[config.mk]
export PLATFORM = sky130hd
export DESIGN_NAME = vending_machine_multi_flat
export DESIGN_NICKNAME = d
export VERILOG_FILES = /design/src/rtl/vending_machine_multi_if.sv /design/src/rtl/vending_machine_multi.sv /design/src/flat_wrapper.sv
export SDC_FILE = /design/constraint.sdc
export NUM_CORES = 1
export LEC_CHECK = 0
export CORE_UTILIZATION = 56
export DETAILED_ROUTE_END_ITERATION = 7
export PLACE_DENSITY = 0.8
export SETUP_SLACK_MARGIN = 0.1
export SYNTH_ARGS = -nofsm -noshare
export SYNTH_HDL_FRONTEND = slang
export SYNTH_SLANG_ARGS = --single-unit
[constraint.sdc]
create_clock -name clk -period 3.8 [get_ports clk]
set_clock_uncertainty 0.15 [all_clocks]
set_input_delay 0.57 -clock clk [delete_from_list [all_inputs] [get_ports clk]]
set_output_delay 0.57 -clock clk [all_outputs]
set_load 0.005 [all_outputs]
[src/rtl/vending_machine_multi_if.sv]
// Front-end / actuator bundle of the multi-product vending controller.
// The master side is the coin acceptor, keypad and actuators; the slave side is the controller.
interface vending_machine_multi_if #(
    parameter int NUM_ITEMS = 4,
    parameter int CREDIT_W  = 8
);
    localparam int IDX_W = (NUM_ITEMS > 1) ? $clog2(NUM_ITEMS) : 1;

    logic [1:0]          coin;
    logic                req;
    logic [IDX_W-1:0]    sel;
    logic                cancel;
    logic                restock;
    logic                chg_ack;
    logic                disp;
    logic [IDX_W-1:0]    disp_item;
    logic                chg_valid;
    logic [CREDIT_W-1:0] change;
    logic [CREDIT_W-1:0] credit;
    logic [NUM_ITEMS-1:0] soldout;
    logic                coin_reject;
    logic                err_funds;
    logic                err_soldout;

    modport master (
        output coin, req, sel, cancel, restock, chg_ack,
        input  disp, disp_item, chg_valid, change, credit, soldout,
               coin_reject, err_funds, err_soldout
    );

    modport slave (
        input  coin, req, sel, cancel, restock, chg_ack,
        output disp, disp_item, chg_valid, change, credit, soldout,
               coin_reject, err_funds, err_soldout
    );
endinterface

[src/rtl/vending_machine_multi.sv]
// Multi-product vending controller: edge-qualified coins into a saturating credit,
// per-item price/stock, one-cycle vend pulse and valid/ack change return.
module vending_machine_multi #(
    parameter int                                NUM_ITEMS  = 4,
    parameter int                                CREDIT_W   = 8,
    parameter logic [NUM_ITEMS*CREDIT_W-1:0]     PRICES     = {8'd30, 8'd40, 8'd15, 8'd25},
    parameter int                                COIN1_VAL  = 5,
    parameter int                                COIN2_VAL  = 10,
    parameter int                                COIN3_VAL  = 20,
    parameter int                                MAX_CREDIT = 100,
    parameter int                                STOCK_W    = 4,
    parameter int                                STOCK_INIT = 2,
    parameter int                                TIMEOUT    = 64
) (
    input  logic                    clk,
    input  logic                    rst_n,
    vending_machine_multi_if.slave  bus
);
    localparam int IDX_W = (NUM_ITEMS > 1) ? $clog2(NUM_ITEMS) : 1;
    localparam int TMO_W = (TIMEOUT > 0) ? $clog2(TIMEOUT + 1) : 1;

    typedef enum logic [1:0] {
        ST_IDLE    = 2'd0,
        ST_COLLECT = 2'd1,
        ST_VEND    = 2'd2,
        ST_CHANGE  = 2'd3
    } state_t;

    state_t               state_r;
    logic [CREDIT_W-1:0]  credit_r;
    logic [STOCK_W-1:0]   stock_r [NUM_ITEMS];
    logic [1:0]           prev_coin_r;
    logic [TMO_W-1:0]     tmo_r;
    logic                 disp_r;
    logic [IDX_W-1:0]     disp_item_r;
    logic                 chg_valid_r;
    logic [CREDIT_W-1:0]  change_r;
    logic                 coin_reject_r;
    logic                 err_funds_r;
    logic                 err_soldout_r;

    logic                 coin_evt_s;
    logic [CREDIT_W-1:0]  coin_val_s;
    logic [CREDIT_W:0]    sum_s;
    logic                 coin_fits_s;
    logic [STOCK_W-1:0]   item_stock_s;
    logic [CREDIT_W-1:0]  item_price_s;
    logic                 item_avail_s;
    logic                 funds_ok_s;
    logic                 tmo_hit_s;
    logic                 cancel_s;
    logic                 buy_s;
    logic                 coin_blocked_s;
    logic [NUM_ITEMS-1:0] soldout_s;

    // Coin value decode and headroom check against the credit ceiling.
    always_comb begin
        coin_evt_s = (bus.coin != 2'b00) && (prev_coin_r == 2'b00);
        case (bus.coin)
            2'b01:   coin_val_s = CREDIT_W'(COIN1_VAL);
            2'b10:   coin_val_s = CREDIT_W'(COIN2_VAL);
            2'b11:   coin_val_s = CREDIT_W'(COIN3_VAL);
            default: coin_val_s = {CREDIT_W{1'b0}};
        endcase
        sum_s       = {1'b0, credit_r} + {1'b0, coin_val_s};
        coin_fits_s = (sum_s <= (CREDIT_W + 1)'(MAX_CREDIT));
    end

    // Selected item lookup; an out-of-range sel matches nothing and reads as empty.
    always_comb begin
        item_stock_s = {STOCK_W{1'b0}};
        item_price_s = {CREDIT_W{1'b0}};
        for (int i = 0; i < NUM_ITEMS; i++) begin
            item_stock_s = (bus.sel == i[IDX_W-1:0]) ? stock_r[i] : item_stock_s;
            item_price_s = (bus.sel == i[IDX_W-1:0]) ? PRICES[i*CREDIT_W +: CREDIT_W] : item_price_s;
        end
        item_avail_s = (item_stock_s != {STOCK_W{1'b0}});
        funds_ok_s   = (credit_r >= item_price_s);
    end

    // Same-cycle arbitration in COLLECT: cancel beats req beats coin; idle time is lowest.
    always_comb begin
        tmo_hit_s      = (TIMEOUT != 0) && (tmo_r >= TMO_W'(TIMEOUT - 1));
        cancel_s       = (state_r == ST_COLLECT) && bus.cancel;
        buy_s          = (state_r == ST_COLLECT) && !bus.cancel && bus.req &&
                         item_avail_s && funds_ok_s;
        coin_blocked_s = (state_r == ST_VEND) || (state_r == ST_CHANGE) || cancel_s || buy_s;
    end

    // Sold-out flags decoded straight from the stock registers.
    always_comb begin
        soldout_s = {NUM_ITEMS{1'b0}};
        for (int i = 0; i < NUM_ITEMS; i++) begin
            soldout_s[i] = (stock_r[i] == {STOCK_W{1'b0}});
        end
    end

    // Controller FSM with all registered outputs.
    always_ff @(posedge clk or negedge rst_n) begin
        if (!rst_n) begin
            state_r       <= ST_IDLE;
            credit_r      <= {CREDIT_W{1'b0}};
            prev_coin_r   <= 2'b00;
            tmo_r         <= {TMO_W{1'b0}};
            disp_r        <= 1'b0;
            disp_item_r   <= {IDX_W{1'b0}};
            chg_valid_r   <= 1'b0;
            change_r      <= {CREDIT_W{1'b0}};
            coin_reject_r <= 1'b0;
            err_funds_r   <= 1'b0;
            err_soldout_r <= 1'b0;
            for (int i = 0; i < NUM_ITEMS; i++) begin
                stock_r[i] <= STOCK_W'(STOCK_INIT);
            end
        end else begin
            prev_coin_r   <= bus.coin;
            disp_r        <= 1'b0;
            disp_item_r   <= {IDX_W{1'b0}};
            coin_reject_r <= 1'b0;
            err_funds_r   <= 1'b0;
            err_soldout_r <= 1'b0;

            case (state_r)
                ST_IDLE: begin
                    tmo_r <= {TMO_W{1'b0}};
                    if (bus.req) begin
                        err_funds_r   <= item_avail_s;
                        err_soldout_r <= !item_avail_s;
                    end
                    if (bus.restock) begin
                        for (int i = 0; i < NUM_ITEMS; i++) begin
                            if (bus.sel == i[IDX_W-1:0]) begin
                                stock_r[i] <= STOCK_W'(STOCK_INIT);
                            end
                        end
                    end
                end
                ST_COLLECT: begin
                    if (bus.cancel || bus.req || coin_evt_s || tmo_hit_s) begin
                        tmo_r <= {TMO_W{1'b0}};
                    end else begin
                        tmo_r <= tmo_r + TMO_W'(1);
                    end
                    if (cancel_s || (tmo_hit_s && !bus.req && !coin_evt_s)) begin
                        state_r     <= ST_CHANGE;
                        chg_valid_r <= 1'b1;
                        change_r    <= credit_r;
                    end else if (bus.req) begin
                        if (!item_avail_s) begin
                            err_soldout_r <= 1'b1;
                        end else if (!funds_ok_s) begin
                            err_funds_r <= 1'b1;
                        end else begin
                            credit_r    <= credit_r - item_price_s;
                            state_r     <= ST_VEND;
                            disp_r      <= 1'b1;
                            disp_item_r <= bus.sel;
                            for (int i = 0; i < NUM_ITEMS; i++) begin
                                if (bus.sel == i[IDX_W-1:0]) begin
                                    stock_r[i] <= stock_r[i] - STOCK_W'(1);
                                end
                            end
                        end
                    end
                end
                ST_VEND: begin
                    tmo_r <= {TMO_W{1'b0}};
                    if (credit_r != {CREDIT_W{1'b0}}) begin
                        state_r     <= ST_CHANGE;
                        chg_valid_r <= 1'b1;
                        change_r    <= credit_r;
                    end else begin
                        state_r <= ST_IDLE;
                    end
                end
                ST_CHANGE: begin
                    tmo_r <= {TMO_W{1'b0}};
                    if (bus.chg_ack && chg_valid_r) begin
                        state_r     <= ST_IDLE;
                        credit_r    <= {CREDIT_W{1'b0}};
                        chg_valid_r <= 1'b0;
                        change_r    <= {CREDIT_W{1'b0}};
                    end
                end
                default: begin
                    state_r     <= ST_IDLE;
                    credit_r    <= {CREDIT_W{1'b0}};
                    chg_valid_r <= 1'b0;
                    change_r    <= {CREDIT_W{1'b0}};
                end
            endcase

            // A coin is credited only when nothing of higher priority consumed the cycle.
            if (coin_evt_s) begin
                if (coin_blocked_s || !coin_fits_s) begin
                    coin_reject_r <= 1'b1;
                end else begin
                    credit_r <= sum_s[CREDIT_W-1:0];
                    if (state_r == ST_IDLE) begin
                        state_r <= ST_COLLECT;
                    end
                end
            end
        end
    end

    assign bus.disp        = disp_r;
    assign bus.disp_item   = disp_item_r;
    assign bus.chg_valid   = chg_valid_r;
    assign bus.change      = change_r;
    assign bus.credit      = credit_r;
    assign bus.soldout     = soldout_s;
    assign bus.coin_reject = coin_reject_r;
    assign bus.err_funds   = err_funds_r;
    assign bus.err_soldout = err_soldout_r;
endmodule
[src/flat_wrapper.sv]
// flat-port wrapper written by rule: the top's interface ports become plain ports
module vending_machine_multi_flat 
#(
    parameter int                                NUM_ITEMS  = 4,
    parameter int                                CREDIT_W   = 8,
    parameter logic [NUM_ITEMS*CREDIT_W-1:0]     PRICES     = {8'd30, 8'd40, 8'd15, 8'd25},
    parameter int                                COIN1_VAL  = 5,
    parameter int                                COIN2_VAL  = 10,
    parameter int                                COIN3_VAL  = 20,
    parameter int                                MAX_CREDIT = 100,
    parameter int                                STOCK_W    = 4,
    parameter int                                STOCK_INIT = 2,
    parameter int                                TIMEOUT    = 64
)
  (clk, rst_n, bus_coin, bus_req, bus_sel, bus_cancel, bus_restock, bus_chg_ack, bus_disp, bus_disp_item, bus_chg_valid, bus_change, bus_credit, bus_soldout, bus_coin_reject, bus_err_funds, bus_err_soldout);
  vending_machine_multi_if #(.NUM_ITEMS(NUM_ITEMS), .CREDIT_W(CREDIT_W)) bus_i ();
  input  logic clk;
  input  logic rst_n;
  input wire logic [$bits(bus_i.coin)-1:0] bus_coin;
  input wire logic [$bits(bus_i.req)-1:0] bus_req;
  input wire logic [$bits(bus_i.sel)-1:0] bus_sel;
  input wire logic [$bits(bus_i.cancel)-1:0] bus_cancel;
  input wire logic [$bits(bus_i.restock)-1:0] bus_restock;
  input wire logic [$bits(bus_i.chg_ack)-1:0] bus_chg_ack;
  output wire logic [$bits(bus_i.disp)-1:0] bus_disp;
  output wire logic [$bits(bus_i.disp_item)-1:0] bus_disp_item;
  output wire logic [$bits(bus_i.chg_valid)-1:0] bus_chg_valid;
  output wire logic [$bits(bus_i.change)-1:0] bus_change;
  output wire logic [$bits(bus_i.credit)-1:0] bus_credit;
  output wire logic [$bits(bus_i.soldout)-1:0] bus_soldout;
  output wire logic [$bits(bus_i.coin_reject)-1:0] bus_coin_reject;
  output wire logic [$bits(bus_i.err_funds)-1:0] bus_err_funds;
  output wire logic [$bits(bus_i.err_soldout)-1:0] bus_err_soldout;
  assign bus_i.coin = bus_coin;
  assign bus_i.req = bus_req;
  assign bus_i.sel = bus_sel;
  assign bus_i.cancel = bus_cancel;
  assign bus_i.restock = bus_restock;
  assign bus_i.chg_ack = bus_chg_ack;
  assign bus_disp = bus_i.disp;
  assign bus_disp_item = bus_i.disp_item;
  assign bus_chg_valid = bus_i.chg_valid;
  assign bus_change = bus_i.change;
  assign bus_credit = bus_i.credit;
  assign bus_soldout = bus_i.soldout;
  assign bus_coin_reject = bus_i.coin_reject;
  assign bus_err_funds = bus_i.err_funds;
  assign bus_err_soldout = bus_i.err_soldout;
  vending_machine_multi #(.NUM_ITEMS(NUM_ITEMS), .CREDIT_W(CREDIT_W), .PRICES(PRICES), .COIN1_VAL(COIN1_VAL), .COIN2_VAL(COIN2_VAL), .COIN3_VAL(COIN3_VAL), .MAX_CREDIT(MAX_CREDIT), .STOCK_W(STOCK_W), .STOCK_INIT(STOCK_INIT), .TIMEOUT(TIMEOUT)) u_core (.clk(clk), .rst_n(rst_n), .bus(bus_i));
endmodule
* Yosys cells after proc, flatten, opt, wreduce, memory -nomap -nowiden
Index checks and enable logic that the tools add are counted.
** Word-level totals
- Word-level logic and storage cells :: 164
- Output and inout port bits :: 27
- Bits in registers :: 50
** Cells by class
- $lt $le $gt $ge :: 3
- Reductions and logical operators :: 40
- Equal/unequal tests :: 25
- Add/subtract/negate cells :: 7
- Multiplexer cells :: 74
** Operators by type and width (count)
- $mux W8 :: 13
- $mux W16 :: 5
- $mux W4 :: 12
- $pmux W16 S2 :: 1
- $reduce_and A8 Y1 :: 4
- $mux W2 :: 14
- $pmux W8 S3 :: 1
- $ne A2 B1 Y1 const B :: 10
- $mux W1 :: 19
- $logic_not A4 Y1 :: 4
- $pmux W8 S2 :: 1
- $sub A4 B1 Y4 const B :: 4
- $pmux W5 S3 :: 1
- $pmux W7 S2 :: 1
- $eq A2 B2 Y1 const B :: 6
- $ne A2 B2 Y1 const B :: 6
- $add A8 B5 Y9 :: 1
- $le A9 B7 Y1 const B :: 1
- $logic_and A1 B1 Y1 :: 9
- $ge A8 B8 Y1 :: 1
- $logic_or A1 B1 Y1 :: 8
- $reduce_bool A8 Y1 :: 1
- $sub A8 B8 Y8 :: 1
- $add A7 B1 Y7 const B :: 1
- other kinds (14) :: 24

* Longest topological paths before layout
- Depth after elaboration :: 14
- Gate-level depth with buffers :: 15
- Depth with buffers taken out :: 14

* Worst setup path after synthesis
No wires, ideal clock.
- Kind :: input -> register
- Start point :: input port bus_sel[0]
- End point :: register u_core.credit_r[0], in the netlist u_core.bus.credit[0]
- Stages :: 14
- Required time :: 3.525 ns
- Buffers on the path :: 0
- Setup time :: 0.125 ns
- Arrival :: 3.136 ns
- Slack :: 0.389 ns
- Cells stage by stage :: inv_1 -> ha_1 -> o21bai_1 -> nor2_1 -> ha_1 -> inv_1 -> fa_1 -> a21o_1 -> a31oi_1 -> o211a_1 -> o21bai_4 -> a21oi_4 -> nand2_4 -> mux2_4
** On the way
- Cells in the longest elaborated chain, start to end :: 13
** RTL lines
- start: declaration :: line flat_wrapper.sv:21 : input wire logic [$bits(bus_i.sel)-1:0] bus_sel;
- $logic_not A2 Y1 :: line vending_machine_multi.sv:74, vending_machine_multi.sv:75
- $mux W5 :: line vending_machine_multi.sv:75 : item_price_s = (bus.sel == i[IDX_W-1:0]) ? PRICES[i*CREDIT_W +: CREDIT_W] : item_price_s;
- $mux W8 (3 in series) :: line vending_machine_multi.sv:75
- $sub A8 B8 Y8 or $ge A8 B8 Y1 (tied branches) :: line vending_machine_multi.sv:154, vending_machine_multi.sv:78
- $mux W8 :: line vending_machine_multi.sv:151 : end else if (!funds_ok_s) begin
- $mux W8 :: line vending_machine_multi.sv:149 : if (!item_avail_s) begin
- $mux W8 :: line vending_machine_multi.sv:148 : end else if (bus.req) begin
- $mux W8 :: line vending_machine_multi.sv:144 : if (cancel_s || (tmo_hit_s && !bus.req && !coin_evt_s)) begin
- $pmux W8 S2 :: line vending_machine_multi.sv:123 : case (state_r)
- $mux W8 :: line vending_machine_multi.sv:195 : if (coin_blocked_s || !coin_fits_s) begin
- $mux W8 * :: line vending_machine_multi.sv:194 : if (coin_evt_s) begin
- end signal: assignment :: line vending_machine_multi.sv:154 : credit_r <= credit_r - item_price_s;
- end signal: assignment :: line vending_machine_multi.sv:187 : credit_r <= {CREDIT_W{1'b0}};
- end signal: assignment :: line vending_machine_multi.sv:198 : credit_r <= sum_s[CREDIT_W-1:0];
- end: declaration :: line vending_machine_multi.sv:30 : logic [CREDIT_W-1:0] credit_r;
Every way passes the cells marked *; elsewhere a longest branch is shown, timed or not.
A chain may end at the register's enable or synchronous reset.

* Worst setup path in the final report
- Start point :: input port bus_sel[1]
- End point :: register u_core.credit_r[0], in the netlist u_core.bus.credit[0]
Same word-level chain as after synthesis.

==> results.toml <==
[status]
status = "finished clean"

[final_layout]
layout.cells.non_filler = 486
drive_above_1_share_pct = 14.7
seq_area_um2 = 1260
mostFrequentLayoutCells = "46 x dfrtp_1, 34 x clkdlybuf4s50_1, 33 x o21ai_0, 31 x nor2_1, 28 x buf_4"
multiInputGateArea_um2 = 1770
diodes = 0
syn_to_final_growth_pct = 24.2
final_core_util_pct = 72.1
n_fill_cell = 417
final_common_cell = "dfrtp_1"
nets = 449

[synth]
syn_nets = 388
ys_warn_count = 0
ys_top_cells_by_area = "dfrtp_1 36%, ha_1 9.4%, o21ai_0 5.4%"
yosysTopAreaCell = "dfrtp_1"
synth_top_area_share_pct = 36.2
synth_compound_area_share_pct = 20.5
synthSimpleGateAreaFrac_pct = 19.3
synthFlopType = "dfrtp_1"
avgSynthCellArea_um2 = 9.03
syn_area_um2 = 3180
async_reset_ff_share_pct = 100
synthMuxAreaShare_pct = 1.89
yosysSeqAreaShare_pct = 39.5
ys_ff_latch = 50
synth_top_family_by_area = "compound AO/OA/AOI/OAI gates"
synth_edf_count = 0
synthXorXnorAreaFrac_pct = 2.76
ys_types = 56
synthCells = 352
synthAdderAreaFrac_pct = 10.7

[clock_network]
cts_sinks = 50
tritoncts = "done"
htree_levels = 2
cts_root_buf = "clkbuf_8"
cts.clk_slew.worst_paths_ps = 90
clockBufferDepth = 2
hold_buffers = 0
cts-buffers-inserted = 5
clk_latency_ps = 310

[placed_design]
gp_congestion = 0.898
dp.cells = 475
preCtsSetupSlack_ps = -259
dp_hpwl_um = 5460
numPortBuffers = 36

[routing]
wirelength_um = 7270
drt-pass1-iter-count = 4
antenna_left = 0
drcViolationCount = 0
drtIter0Drc = 206
routed_via_density = 5.69
vias = 2763
wl_per_cell_um = 15.0

[worst_setup_path]
critPathLaunchType = "input pin"
crit_chain = "clkdlybuf4s50_1 -> ha_2 -> o21bai_2 -> nor2_1 -> ha_2 -> inv_1 -> fa_1 -> a21o_1 -> a31oi_1 -> o211a_1 -> buf_6 -> o21bai_4 -> a21oi_4 -> nand2_4 -> mux2_4"
reg2reg_from = "u_core.bus.credit[0]"
arrival_ps = 3630
crit_top_cell = "ha_2"
cp-end-kind = "flop"
cp_data_required_time_ps = 3850
crit_fanout = 5
worstSetupStartpoint = "bus_sel[1]"
crit_type = "in2reg"
crit_slowest_cell = "clkdlybuf4s50_1"
slowest_delay_ps = 460

[sta]
slew_viol_final = 0
tightest_slew_ps = 1090
rsz0062_at_grt = "no"
setup_slack_ps = 212
period_needed_ps = 3590
setup_violations = 0
holdWs_ps = 307
max_freq_mhz = 279
final_hold_viol_count = 0
relSlewSlack_pct = 27.6
finalCritPeriodShare_pct = 94.4

[global_routing]
antenna_found_initial = 0
overflow = 0
grt_max_degree = 51
grt_first_pass_wirelength_um = 12000
grt_pass1_vias = 2646
grt_usage_pct = 25.6

[die]
start_util_pct = 58.1
die-height_um = 77.3
fp.dieArea_um2 = 5980
dieWidth_um = 77.3
std_cell_rows = 27
coreArea_um2 = 5470
pin_count = 37

[power_and_ir_drop]
p_leak_uw = 0.00181
p_per_area_nw_per_um2 = 663
ir_drop_uv = 354
fin_total_pwr_uw = 2620

[flow_run]
drv_cap = 0

[min_path]
min_path_type = "in2async"
-- path summary, 6_finish.rpt --
path / end / slack [ps] / cells after the start
hold reg to reg: u_core.tmo_r[5] / 360 / 2
setup reg to reg: u_core.bus.credit[0] / 700 / 10
max in group asynchronous: u_core.stock_r[7] / 2520 / 1
setup / recovery: u_core.bus.credit[0] / 210 / 15
min in group clk: u_core.tmo_r[5] / 360 / 2
hold / removal: u_core.tmo_r[2] / 310 / 1
-- worst max-delay path: cells and delay by family --
family          cells  cell delay (ps)
mux                 1              320
buf+inv             3              650
simple gates        2              220
fa+ha+maj           3              780
compound gates      6             1090
-- per-stage QoR --
stage               setup TNS (ps)  cell area (um^2)
floorplan                        0              3180
global placement              -951              3770
detailed placement           -2990              3770
CTS                              0              3900
global route                     0              3950
finish                           0              3950
-- synthesized netlist by cell type, types with 3 or more instances --
library cell	instances
nor3b_1	3
a21oi_1	12
clkbuf_1	8
nor2_1	31
nor4_1	8
xor2_1	5
ha_1	24
o21bai_1	3
xnor2_1	5
dfrtp_1	46
dfstp_2	4
nand2_1	26
mux2i_1	3
a21o_1	10
nor3_1	11
nand3_1	17
o21ai_0	34
a31oi_1	8
inv_1	29
nor2b_1	8
nand2b_1	7
a222oi_1	4
and2_1	4
-- sequential cells by signal (all words and copies together), names as in the netlist --
name	count
u_core.bus.change	8
u_core.bus.chg_valid	1
u_core.bus.coin_reject	1
u_core.bus.credit	8
u_core.bus.disp	1
u_core.bus.disp_item	2
u_core.bus.err_funds	1
u_core.bus.err_soldout	1
u_core.prev_coin_r	2
u_core.state_r	2
u_core.stock_r	16
u_core.tmo_r	7
-- layer usage --
| metal | track usage [%] | wire, um | vias up |
|---|---|---|---|
| met5 | 0 | 0 | - |
| met4 | 8.87 | 91 | 0 |
| met3 | 3.88 | 327 | 9 |
| met2 | 43.3 | 3700 | 65 |
| met1 | 33.5 | 3150 | 1321 |
| li1 | - | - | 1368 |
-- logic make-up (layout without fill, tap and decap cells) --
| family | after synthesis | after routing |
|---|---|---|
| simple gates | 123 | 123 |
| xor+xnor | 10 | 10 |
| compound gates | 95 | 95 |
| other cells | 1 | 1 |
| mux | 5 | 5 |
| fa+ha+maj | 26 | 26 |
| flops | 50 | 50 |
| buf+inv | 42 | 104 |
-- layout make-up --
class                           instances  share of cell area [%]
Multi-Input combinational cell        260                    44.9
Sequential cell                        50                    31.8
Clock buffer                            7                    2.19
Tap cell                               72                    2.28
Timing Repair Buffer                   67                    15.2
Inverter                               29                    2.76
Clock inverter                          1                   0.761
-- power by group --
part | leakage [uW] | switching, uW | internal (uW)
Sequential | 0.000653 | 207 | 683
Clock | 0.0000585 | 175 | 215
Combinational | 0.00110 | 665 | 674
Total | 0.00181 | 1050 | 1570
-- timing repair --
item / 4_1_cts / 5_1_grt
setup buffers: 0 / 3
resized for setup: 1 / 12
setup endpoints to repair: 8 / 21
pin swaps: 0 / 7
(Power assumes the default switching activity.)
